`config.mk`:
```
export PLATFORM = sky130hd
export DESIGN_NAME = ad9914_sweep_seq_flat
export DESIGN_NICKNAME = d
export VERILOG_FILES = /design/src/rtl/ad9914_sweep_seq_if.sv /design/src/rtl/ad9914_sweep_seq.sv /design/src/flat_wrapper.sv
export SDC_FILE = /design/constraint.sdc
export NUM_CORES = 1
export LEC_CHECK = 0
export CAP_MARGIN = 20
export CORE_MARGIN = 4
export CORE_UTILIZATION = 33
export CTS_CLUSTER_DIAMETER = 100
export DETAILED_ROUTE_END_ITERATION = 12
export GPL_TIMING_DRIVEN = 0
export PLACE_DENSITY = 0.57
export SLEW_MARGIN = 25
export SYNTH_ARGS = -nofsm -noshare
export SYNTH_HDL_FRONTEND = slang
export SYNTH_SLANG_ARGS = --single-unit
```
`constraint.sdc`:
```
create_clock -name clk -period 10.4 [get_ports clk]
set_input_delay 2.08 -clock clk [delete_from_list [all_inputs] [get_ports clk]]
set_output_delay 2.08 -clock clk [all_outputs]
set_load 0.03 [all_outputs]
```
`src/rtl/ad9914_sweep_seq_if.sv`:
```
// Sweep sequencer bus: run control and plan from the host side, command/status to the AD9914 controller.
// master = sequencer, slave = host plus controller (or a bench standing in for them).
interface ad9914_sweep_seq_if;
    logic        start;
    logic        abort;
    logic [31:0] cfg_lower;
    logic [31:0] cfg_upper;
    logic [31:0] cfg_step;
    logic [15:0] cfg_rate;
    logic [15:0] cfg_count;
    logic [23:0] cfg_dwell;
    logic        cfg_bidir;
    logic [31:0] lower_limit;
    logic [31:0] upper_limit;
    logic [31:0] positive_step;
    logic [31:0] negitive_step;
    logic [15:0] positive_rate;
    logic [15:0] negitive_rate;
    logic        sweep_edge;
    logic        update;
    logic        update_config;
    logic        sweep;
    logic        ctrl_busy;
    logic        ctrl_finish;
    logic        dover;
    logic        busy;
    logic        done;
    logic        err_param;
    logic        err_timeout;
    logic [15:0] sweeps_done;

    modport master (
        input  start, abort, cfg_lower, cfg_upper, cfg_step, cfg_rate, cfg_count, cfg_dwell, cfg_bidir,
        input  ctrl_busy, ctrl_finish, dover,
        output lower_limit, upper_limit, positive_step, negitive_step, positive_rate, negitive_rate,
        output sweep_edge, update, update_config, sweep, busy, done, err_param, err_timeout, sweeps_done
    );

    modport slave (
        output start, abort, cfg_lower, cfg_upper, cfg_step, cfg_rate, cfg_count, cfg_dwell, cfg_bidir,
        output ctrl_busy, ctrl_finish, dover,
        input  lower_limit, upper_limit, positive_step, negitive_step, positive_rate, negitive_rate,
        input  sweep_edge, update, update_config, sweep, busy, done, err_param, err_timeout, sweeps_done
    );
endinterface

```
`src/rtl/ad9914_sweep_seq.sv`:
```
// AD9914 sweep sequencer: issues update/update_config/sweep one at a time, counts dover edges,
// dwells between sweeps and stops on count, abort or timeout. Command pulses are registered.
module ad9914_sweep_seq #(
    parameter logic [31:0] TIMEOUT_CYCLES = 32'd10_000_000
) (
    input logic               clk,
    input logic               rst,
    ad9914_sweep_seq_if.master bus
);
    typedef enum logic [2:0] {S_IDLE, S_LOAD, S_CFG, S_ARM, S_RUN, S_DWELL, S_STOP, S_FIN} state_t;
    typedef enum logic [1:0] {PH_ISSUE, PH_ACK, PH_DONE} phase_t;

    state_t      state_q, state_d;
    phase_t      phase_q, phase_d;
    logic        upd_q, upd_d, cfgu_q, cfgu_d, swp_q, swp_d;
    logic        busy_q, busy_d, done_q, done_d;
    logic        errp_q, errp_d, errt_q, errt_d;
    logic [15:0] sweeps_q, sweeps_d;
    logic        edge_q, edge_d, abort_q, abort_d;
    logic [31:0] lower_q, lower_d, upper_q, upper_d, step_q, step_d;
    logic [15:0] rate_q, rate_d, count_q, count_d;
    logic [23:0] dwell_q, dwell_d, dwell_cnt_q, dwell_cnt_d;
    logic        bidir_q, bidir_d;
    logic [31:0] tmo_q, tmo_d;
    logic        sync1_q, sync2_q, sync3_q;

    logic        dover_rise, tmo_exp, tmo_fire, abortable, abort_any, edge_next;
    logic [15:0] sweeps_inc;

    assign dover_rise = sync2_q & ~sync3_q;
    assign tmo_exp    = (tmo_q >= TIMEOUT_CYCLES - 32'd1);
    assign abortable  = (state_q == S_LOAD) || (state_q == S_CFG) || (state_q == S_ARM);
    assign abort_any  = abortable & (bus.abort | abort_q);
    assign edge_next  = bidir_q ? ~edge_q : edge_q;
    assign sweeps_inc = (sweeps_q == 16'hFFFF) ? sweeps_q : sweeps_q + 16'd1;

    always_comb begin
        state_d     = state_q;
        phase_d     = phase_q;
        upd_d       = 1'b0;
        cfgu_d      = 1'b0;
        swp_d       = 1'b0;
        done_d      = 1'b0;
        busy_d      = busy_q;
        errp_d      = errp_q;
        errt_d      = errt_q;
        sweeps_d    = sweeps_q;
        edge_d      = edge_q;
        abort_d     = abort_q;
        lower_d     = lower_q;
        upper_d     = upper_q;
        step_d      = step_q;
        rate_d      = rate_q;
        count_d     = count_q;
        dwell_d     = dwell_q;
        bidir_d     = bidir_q;
        dwell_cnt_d = dwell_cnt_q;
        tmo_d       = tmo_q + 32'd1;
        tmo_fire    = 1'b0;

        case (state_q)
            S_IDLE: begin
                if (bus.start) begin
                    errp_d = 1'b0;
                    errt_d = 1'b0;
                    if (bus.cfg_lower >= bus.cfg_upper || bus.cfg_step == 32'd0) begin
                        errp_d = 1'b1;
                    end else begin
                        lower_d  = bus.cfg_lower;
                        upper_d  = bus.cfg_upper;
                        step_d   = bus.cfg_step;
                        rate_d   = bus.cfg_rate;
                        count_d  = bus.cfg_count;
                        dwell_d  = bus.cfg_dwell;
                        bidir_d  = bus.cfg_bidir;
                        busy_d   = 1'b1;
                        edge_d   = 1'b1;
                        sweeps_d = 16'd0;
                        abort_d  = 1'b0;
                        state_d  = S_LOAD;
                        phase_d  = PH_ISSUE;
                    end
                end
            end
            S_LOAD, S_CFG, S_ARM, S_STOP, S_FIN: begin
                if (abortable && bus.abort) abort_d = 1'b1;
                case (phase_q)
                    PH_ISSUE: begin
                        // An abort before the pulse leaves nothing outstanding, so go straight to disarm.
                        if (abort_any) begin
                            state_d = S_STOP;
                        end else if (bus.ctrl_finish && !bus.ctrl_busy) begin
                            phase_d = PH_ACK;
                            case (state_q)
                                S_LOAD:  upd_d  = 1'b1;
                                S_ARM:   swp_d  = 1'b1;
                                default: cfgu_d = 1'b1;
                            endcase
                        end
                    end
                    PH_ACK: begin
                        if (bus.ctrl_busy) phase_d = PH_DONE;
                        else               tmo_fire = tmo_exp;
                    end
                    default: begin
                        if (bus.ctrl_finish) begin
                            phase_d = PH_ISSUE;
                            if (abort_any) begin
                                state_d = S_STOP;
                            end else begin
                                case (state_q)
                                    S_LOAD: state_d = S_CFG;
                                    S_CFG:  state_d = S_ARM;
                                    S_ARM:  state_d = S_RUN;
                                    S_FIN: begin
                                        done_d  = 1'b1;
                                        busy_d  = 1'b0;
                                        state_d = S_IDLE;
                                    end
                                    default: begin
                                        busy_d  = 1'b0;
                                        state_d = S_IDLE;
                                    end
                                endcase
                            end
                        end else begin
                            tmo_fire = tmo_exp;
                        end
                    end
                endcase
            end
            S_RUN: begin
                if (bus.abort) begin
                    state_d = S_STOP;
                    phase_d = PH_ISSUE;
                end else if (dover_rise) begin
                    sweeps_d = sweeps_inc;
                    if (count_q != 16'd0 && sweeps_inc == count_q) begin
                        state_d = S_FIN;
                    end else if (dwell_q == 24'd0) begin
                        state_d = S_CFG;
                        edge_d  = edge_next;
                    end else begin
                        state_d     = S_DWELL;
                        dwell_cnt_d = 24'd0;
                    end
                end else begin
                    tmo_fire = tmo_exp;
                end
            end
            S_DWELL: begin
                if (bus.abort) begin
                    state_d = S_STOP;
                end else if (dwell_cnt_q == dwell_q - 24'd1) begin
                    state_d = S_CFG;
                    edge_d  = edge_next;
                end else begin
                    dwell_cnt_d = dwell_cnt_q + 24'd1;
                end
            end
            default: state_d = S_IDLE;
        endcase

        if (tmo_fire) begin
            errt_d  = 1'b1;
            busy_d  = 1'b0;
            state_d = S_IDLE;
            phase_d = PH_ISSUE;
        end
        if (state_d != state_q || phase_d != phase_q) tmo_d = 32'd0;
    end

    always_ff @(posedge clk) begin
        if (!rst) begin
            state_q     <= S_IDLE;
            phase_q     <= PH_ISSUE;
            upd_q       <= 1'b0;
            cfgu_q      <= 1'b0;
            swp_q       <= 1'b0;
            busy_q      <= 1'b0;
            done_q      <= 1'b0;
            errp_q      <= 1'b0;
            errt_q      <= 1'b0;
            sweeps_q    <= 16'd0;
            edge_q      <= 1'b1;
            abort_q     <= 1'b0;
            lower_q     <= 32'd0;
            upper_q     <= 32'd0;
            step_q      <= 32'd0;
            rate_q      <= 16'd0;
            count_q     <= 16'd0;
            dwell_q     <= 24'd0;
            bidir_q     <= 1'b0;
            dwell_cnt_q <= 24'd0;
            tmo_q       <= 32'd0;
            sync1_q     <= 1'b0;
            sync2_q     <= 1'b0;
            sync3_q     <= 1'b0;
        end else begin
            state_q     <= state_d;
            phase_q     <= phase_d;
            upd_q       <= upd_d;
            cfgu_q      <= cfgu_d;
            swp_q       <= swp_d;
            busy_q      <= busy_d;
            done_q      <= done_d;
            errp_q      <= errp_d;
            errt_q      <= errt_d;
            sweeps_q    <= sweeps_d;
            edge_q      <= edge_d;
            abort_q     <= abort_d;
            lower_q     <= lower_d;
            upper_q     <= upper_d;
            step_q      <= step_d;
            rate_q      <= rate_d;
            count_q     <= count_d;
            dwell_q     <= dwell_d;
            bidir_q     <= bidir_d;
            dwell_cnt_q <= dwell_cnt_d;
            tmo_q       <= tmo_d;
            sync1_q     <= bus.dover;
            sync2_q     <= sync1_q;
            sync3_q     <= sync2_q;
        end
    end

    assign bus.lower_limit   = lower_q;
    assign bus.upper_limit   = upper_q;
    assign bus.positive_step = step_q;
    assign bus.negitive_step = step_q;
    assign bus.positive_rate = rate_q;
    assign bus.negitive_rate = rate_q;
    assign bus.sweep_edge    = edge_q;
    assign bus.update        = upd_q;
    assign bus.update_config = cfgu_q;
    assign bus.sweep         = swp_q;
    assign bus.busy          = busy_q;
    assign bus.done          = done_q;
    assign bus.err_param     = errp_q;
    assign bus.err_timeout   = errt_q;
    assign bus.sweeps_done   = sweeps_q;
endmodule

```
`src/flat_wrapper.sv`:
```
// flat-port wrapper written by rule: the top's interface ports become plain ports
module ad9914_sweep_seq_flat 
#(
    parameter logic [31:0] TIMEOUT_CYCLES = 32'd10_000_000
)
  (clk, rst, bus_start, bus_abort, bus_cfg_lower, bus_cfg_upper, bus_cfg_step, bus_cfg_rate, bus_cfg_count, bus_cfg_dwell, bus_cfg_bidir, bus_ctrl_busy, bus_ctrl_finish, bus_dover, bus_lower_limit, bus_upper_limit, bus_positive_step, bus_negitive_step, bus_positive_rate, bus_negitive_rate, bus_sweep_edge, bus_update, bus_update_config, bus_sweep, bus_busy, bus_done, bus_err_param, bus_err_timeout, bus_sweeps_done);
  ad9914_sweep_seq_if bus_i ();
  input logic clk;
  input logic rst;
  input wire logic [$bits(bus_i.start)-1:0] bus_start;
  input wire logic [$bits(bus_i.abort)-1:0] bus_abort;
  input wire logic [$bits(bus_i.cfg_lower)-1:0] bus_cfg_lower;
  input wire logic [$bits(bus_i.cfg_upper)-1:0] bus_cfg_upper;
  input wire logic [$bits(bus_i.cfg_step)-1:0] bus_cfg_step;
  input wire logic [$bits(bus_i.cfg_rate)-1:0] bus_cfg_rate;
  input wire logic [$bits(bus_i.cfg_count)-1:0] bus_cfg_count;
  input wire logic [$bits(bus_i.cfg_dwell)-1:0] bus_cfg_dwell;
  input wire logic [$bits(bus_i.cfg_bidir)-1:0] bus_cfg_bidir;
  input wire logic [$bits(bus_i.ctrl_busy)-1:0] bus_ctrl_busy;
  input wire logic [$bits(bus_i.ctrl_finish)-1:0] bus_ctrl_finish;
  input wire logic [$bits(bus_i.dover)-1:0] bus_dover;
  output wire logic [$bits(bus_i.lower_limit)-1:0] bus_lower_limit;
  output wire logic [$bits(bus_i.upper_limit)-1:0] bus_upper_limit;
  output wire logic [$bits(bus_i.positive_step)-1:0] bus_positive_step;
  output wire logic [$bits(bus_i.negitive_step)-1:0] bus_negitive_step;
  output wire logic [$bits(bus_i.positive_rate)-1:0] bus_positive_rate;
  output wire logic [$bits(bus_i.negitive_rate)-1:0] bus_negitive_rate;
  output wire logic [$bits(bus_i.sweep_edge)-1:0] bus_sweep_edge;
  output wire logic [$bits(bus_i.update)-1:0] bus_update;
  output wire logic [$bits(bus_i.update_config)-1:0] bus_update_config;
  output wire logic [$bits(bus_i.sweep)-1:0] bus_sweep;
  output wire logic [$bits(bus_i.busy)-1:0] bus_busy;
  output wire logic [$bits(bus_i.done)-1:0] bus_done;
  output wire logic [$bits(bus_i.err_param)-1:0] bus_err_param;
  output wire logic [$bits(bus_i.err_timeout)-1:0] bus_err_timeout;
  output wire logic [$bits(bus_i.sweeps_done)-1:0] bus_sweeps_done;
  assign bus_i.start = bus_start;
  assign bus_i.abort = bus_abort;
  assign bus_i.cfg_lower = bus_cfg_lower;
  assign bus_i.cfg_upper = bus_cfg_upper;
  assign bus_i.cfg_step = bus_cfg_step;
  assign bus_i.cfg_rate = bus_cfg_rate;
  assign bus_i.cfg_count = bus_cfg_count;
  assign bus_i.cfg_dwell = bus_cfg_dwell;
  assign bus_i.cfg_bidir = bus_cfg_bidir;
  assign bus_i.ctrl_busy = bus_ctrl_busy;
  assign bus_i.ctrl_finish = bus_ctrl_finish;
  assign bus_i.dover = bus_dover;
  assign bus_lower_limit = bus_i.lower_limit;
  assign bus_upper_limit = bus_i.upper_limit;
  assign bus_positive_step = bus_i.positive_step;
  assign bus_negitive_step = bus_i.negitive_step;
  assign bus_positive_rate = bus_i.positive_rate;
  assign bus_negitive_rate = bus_i.negitive_rate;
  assign bus_sweep_edge = bus_i.sweep_edge;
  assign bus_update = bus_i.update;
  assign bus_update_config = bus_i.update_config;
  assign bus_sweep = bus_i.sweep;
  assign bus_busy = bus_i.busy;
  assign bus_done = bus_i.done;
  assign bus_err_param = bus_i.err_param;
  assign bus_err_timeout = bus_i.err_timeout;
  assign bus_sweeps_done = bus_i.sweeps_done;
  ad9914_sweep_seq #(.TIMEOUT_CYCLES(TIMEOUT_CYCLES)) u_core (.clk(clk), .rst(rst), .bus(bus_i));
endmodule
```
* Yosys cells after proc, flatten, opt, wreduce, memory -nomap -nowiden *
Index checks and enable logic that the tools add are counted.

storage, ports and cells
  register bits after elaboration = 242
  bits in latches = 0
  bits in writable memories = 0
  memory bits (read-only) = 0
  input bits = 160
  output and inout bits = 184
  word-level logic and storage cells = 175
  memories kept = 0

cells by class
  add/sub/neg operators = 4
  $mul = 0
  divide/modulo/power cells = 0
  order comparisons = 2
  equality and inequality tests = 28
  shift-type cells = 0
  multiplexer cells = 71
  bitwise operators = 11
  reduce and logical (&&, ||, !) cells = 35

operators with widths
  cell                                                                 count
  two-way mux 24 bit                                                   6
  two-way mux 16 bit                                                   5
  case mux 24 bit (2 select lines)                                     1
  two-way mux 3 bit                                                    12
  adder 32 x 1 -> 32 bit, second input constant                        1
  greater-or-equal comparator 32 x 24 -> 1 bit, second input constant  1
  greater-or-equal comparator 32 bit                                   1
  logical NOT 32 bit                                                   1
  case mux 16 bit (2 select lines)                                     1
  two-way mux 1 bit                                                    28
  adder 24 x 1 -> 24 bit, second input constant                        1
  equality test 24 bit                                                 1
  logical NOT 24 bit                                                   1
  subtractor 24 x 1 -> 24 bit, second input constant                   1
  inequality test 2 bit, second input constant                         11
  adder 16 x 1 -> 16 bit, second input constant                        1
  equality test 16 bit                                                 1
  equality test 16 bit, second input constant                          1
  two-way mux 2 bit                                                    8
  nonzero test 16 bit                                                  1
  AND reduction 7 bit                                                  2
  equality test 3 bit, second input constant                           4
  case mux 3 bit (4 select lines)                                      1
  nonzero test 2 bit                                                   5
  30 further kinds                                                     55

* Longest topological paths before layout *
  depth in word-level cells = 12
  mapped depth = 15
  mapped depth without buffers = 12

* Least setup slack after synthesis *
No wires, ideal clock.

  path type = input to register
  start = input bus_cfg_upper[5]
  end = register u_core.lower_q[22], in the netlist u_core.bus.lower_limit[22]
  setup time = 128 ps
  arrival = 4522 ps
  data required time = 10272 ps
  setup slack = 5751 ps
  stages on the path = 13
  path buffers = 3
  cell sequence = inv_1 ha_1 nand4_1 o311a_1 o31ai_1 o211a_1 nor2_1 nand3_1 clkbuf_1 clkbuf_1 buf_1 mux2i_1 nor2_1

on the way
  longest elaborated chain between the ends = 4

RTL lines
  item                                RTL line                 source
  start, declared                     flat_wrapper.sv:13       input wire logic [$bits(bus_i.cfg_upper)-1:0] bus_cfg_upper;
  greater-or-equal comparator 32 bit  ad9914_sweep_seq.sv:66   if (bus.cfg_lower >= bus.cfg_upper || bus.cfg_step == 32'd0) begin
  logical OR 1 bit                    ad9914_sweep_seq.sv:66
  NOT 1 bit (no line)                 --
  AND reduction 3 bit (no line)       --
  end signal, assigned                ad9914_sweep_seq.sv:212  lower_q <= lower_d;
  end, declared                       ad9914_sweep_seq.sv:20   logic [31:0] lower_q, lower_d, upper_q, upper_d, step_q, step_d;

No other way between the ends.
A chain may end at the register's enable or synchronous reset.

* Worst setup path in the final report *
  start = input bus_cfg_lower[0]
  end = register u_core.dwell_q[15]

on the way
  longest elaborated chain between the ends = 4

RTL lines
  item                                RTL line                 source
  start, declared                     flat_wrapper.sv:12       input wire logic [$bits(bus_i.cfg_lower)-1:0] bus_cfg_lower;
  greater-or-equal comparator 32 bit  ad9914_sweep_seq.sv:66
  logical OR 1 bit                    ad9914_sweep_seq.sv:66
  NOT 1 bit (no line)                 --
  AND reduction 3 bit (no line)       --
  end signal, assigned                ad9914_sweep_seq.sv:217  dwell_q <= dwell_d;
  end, declared                       ad9914_sweep_seq.sv:22   logic [23:0] dwell_q, dwell_d, dwell_cnt_q, dwell_cnt_d;

No other way between the ends.

==> results.py <==
metrics = {
    "outcome": {
        "status": "completed",
    },
    "routing": {
        "ant_nets": 0,
        "dr.pass1.iters": 5,
        "via_count": 12400,
        "post_drt_wl_per_cell_um": 18.2,
        "vias_per_cell": 5.02,
        "drt-total-wl_mm": 45.1,
        "drc_errors": 0,
        "dr.first_iter.drc_count": 735,
    },
    "job": {
        "drv_cap": 0,
    },
    "cts": {
        "insertion_delay_ns": 0.57,
        "ctsResizeCount": 0,
        "h-tree-depth": 1,
        "cts_sinks": 242,
        "clockBufferDepth": 3,
        "clockRootBuffer": "clkbuf_16",
        "clk_pin_slew_ns": 0.06,
        "cts_hold_buffers": 0,
        "numCtsBuffers": 29,
        "cts_tree": "done",
        "post_cts_buffers": 0,
    },
    "setup_path": {
        "critical-path-top-delay-family": "buffers and inverters",
        "cp_cell_sequence": "clkdlybuf4s50_1, inv_1, ha_1, nand2b_1, a31oi_1, o311a_1, o31ai_1, o211a_1, nor2_1, nand3_1, clkbuf_1, clkbuf_1, buf_1, mux2i_1, nor2_1",
        "crit_path_end_kind": "flop",
        "slowest_stage": "buf_1",
        "required_ns": 10.82,
        "rrSetupSlack_ns": 5.61,
        "critPathKind": "input port to flop",
        "critPathCapture": "u_core.dwell_q[15]",
        "arrival_ns": 6.13,
        "critPathLaunchType": "input port",
        "r2r-start": "u_core.bus.sweeps_done[0]",
        "cpPeakStageDelay_ns": 0.76,
        "rr_worst_depth": 14,
        "worstSetupStartpoint": "bus_cfg_lower[0]",
        "r2r-end": "u_core.dwell_cnt_q[8]",
        "crit_cells": 15,
        "path_buf_inv": 5,
        "critPathMaxFanout": 10,
    },
    "placement": {
        "portBuffers": 343,
        "pre_cts_ws_ns": 4.05,
        "dp_hpwl_mm": 35.3,
        "gp_congestion": 0.898,
    },
    "die": {
        "rows": 72,
        "ioPinCount": 344,
        "die_area_um2": 42600,
        "core_um2": 38800,
        "die_w_um": 206,
        "start_util": 0.335,
        "die_h_um": 206,
    },
    "grt": {
        "grt_pass1_vias": 12200,
        "grt.total_usage": 0.206,
        "grt.busiest_layer": "met2",
        "gr-total-overflow": 0,
        "grt_pass1_wl_mm": 69.8,
        "met1_usage": 0.266,
        "grt_antenna_before_repair": 7,
        "grt_max_degree": 15,
        "grtUsageMet2": 0.346,
        "use_met3": 0.0441,
    },
    "yosys": {
        "synthArstFlopShare": 0,
        "synth_xor_area_frac": 0.0573,
        "synth.distinct_cells": 76,
        "muxShareOfSynthArea": 0.102,
        "postSynthCellCount": 1556,
        "synthFlopType": "dfxtp_1",
        "synth_compound_area_frac": 0.117,
        "synth_edf_count": 0,
        "synth_fa_ha_area_frac": 0.0354,
        "synthSimpleGateAreaFrac": 0.244,
        "synth_area_um2": 13000,
        "synth_top_family_by_area": "simple AND/OR/NAND/NOR gates",
        "seq_area_frac_synth": 0.373,
        "ys_warn_count": 0,
        "synth.avg_cell_area_um2": 8.35,
        "syn-num-nets": 1752,
        "synth-seq-cells": 242,
    },
    "sta": {
        "setup_violations": 0,
        "finalHoldViolations": 0,
        "rsz0062_at_grt": "no",
        "finalCriticalPeriod_ns": 5.70,
        "tns_ns": 0,
        "tightest_slew_ns": 1.02,
        "worst_slack_ns": 4.70,
        "max_freq_ghz": 0.175,
        "skew_ns": 0.0195,
        "slew_viol_final": 0,
        "relSlewSlack": 0.313,
        "post-route-period-util": 0.549,
        "hold_slack_ns": 0.431,
    },
    "worst_hold_path": {
        "hp-start": "u_core.sync1_q",
        "holdCritPathClass": "flop to flop",
    },
    "power": {
        "p_clk_frac": 0.385,
        "p_seq_frac": 0.366,
        "p_sw_mw": 0.855,
        "p_total_mw": 2.81,
        "p_int_mw": 1.95,
        "ir_drop_v": 0.000105,
        "swShare": 0.305,
        "p_leak_nw": 7.52,
        "combPwrFrac": 0.250,
        "powerDensity_nw_per_um2": 155,
    },
    "finish": {
        "final_cell_mix": "clkdlybuf4s50_1, nor2_1, dfxtp_1",
        "final_util": 0.466,
        "drive_gt1_frac": 0.0866,
        "final_common_cell": "clkdlybuf4s50_1",
        "syn2layout_area_growth_pct": 39.3,
        "nets": 2126,
    },
}
## cells in the mapped netlist, drive strengths merged, types with 5 or more instances
cell | number | share of area
xnor2 | 47 | 0.032
a21o | 11 | 0.0064
clkbuf | 66 | 0.019
buf | 71 | 0.038
nor3 | 39 | 0.016
nor2 | 304 | 0.094
nor2b | 9 | 0.0043
nand2 | 72 | 0.021
and2 | 13 | 0.0064
nor4 | 36 | 0.019
dfxtp | 242 | 0.37
nand4 | 32 | 0.015
a31oi | 12 | 0.0058
ha | 36 | 0.035
o21ai | 42 | 0.016
and4 | 13 | 0.0088
nand2b | 13 | 0.0063
nand4b | 6 | 0.0040
nand3b | 5 | 0.0029
or4 | 15 | 0.0092
inv | 47 | 0.014
and3 | 20 | 0.0096
nand3 | 43 | 0.017
or3 | 11 | 0.0054
o22ai | 5 | 0.0024
a21oi | 95 | 0.037
a31o | 5 | 0.0034
a211o | 7 | 0.0047
mux2i | 129 | 0.099
xor2 | 38 | 0.026
## flip-flops by register name (all words and copies together) (netlist names), 2 cells and up
register / count
u_core.count_q: 16
u_core.bus.negitive_step: 32
u_core.bus.negitive_rate: 16
u_core.state_q: 3
u_core.bus.lower_limit: 32
u_core.dwell_q: 24
u_core.phase_q: 2
u_core.tmo_q: 32
u_core.dwell_cnt_q: 24
u_core.bus.upper_limit: 32
u_core.bus.sweeps_done: 16
## through the flow
step,cells,instance area (um2)
2_1_floorplan,1556,13000
3_3_place_gp,2417,17100
3_5_place_dp,2417,17100
4_1_cts,2469,18100
5_1_grt,2476,18100
6_report,2476,18100
## power groups by stage
stage	Clock [mW]	Combinational (mW)	Sequential, mW
after floorplan	0	0.369	1.10
after global placement	0	0.694	1.04
after detailed placement	0	0.699	1.05
after CTS	1.11	0.703	1.03
after global routing	1.15	0.756	1.03
final	1.08	0.700	1.03
## worst min path at each step
stage	cells after the start	endpoint	slack [ns]
6_report	1	u_core.sync2_q	0.43
3_5_place_dp	1	u_core.sync2_q	0.42
3_3_place_gp	1	u_core.sync2_q	0.41
4_1_cts	1	u_core.sync2_q	0.43
5_1_grt	1	u_core.sync2_q	0.44
2_1_floorplan	1	u_core.sync2_q	0.41
## layout make-up
type                            count  area (um2)
Antenna cell                        7        17.5
Tap cell                          518         648
Buffer                            137         742
Clock buffer                       35         788
Clock inverter                     17         223
Multi-Input combinational cell   1129        7230
Inverter                           48         180
Timing Repair Buffer              343        3430
Fill cell                        3848       20700
Sequential cell                   242        4840
## logic make-up after synthesis
family	count (synthesis)
AND/OR/NAND/NOR	642
flip-flops	242
AO/OA/AOI/OAI	233
buffers and inverters	185
multiplexers	132
XOR/XNOR	85
adder cells (fa/ha/maj)	37
## per-layer routing
layer	part of all wire	vias to the layer above
li1	-	6171
met1	0.45	5843
met2	0.47	372
met3	0.062	48
met4	0.020	0
met5	0	-
(Power assumes the default switching activity.)
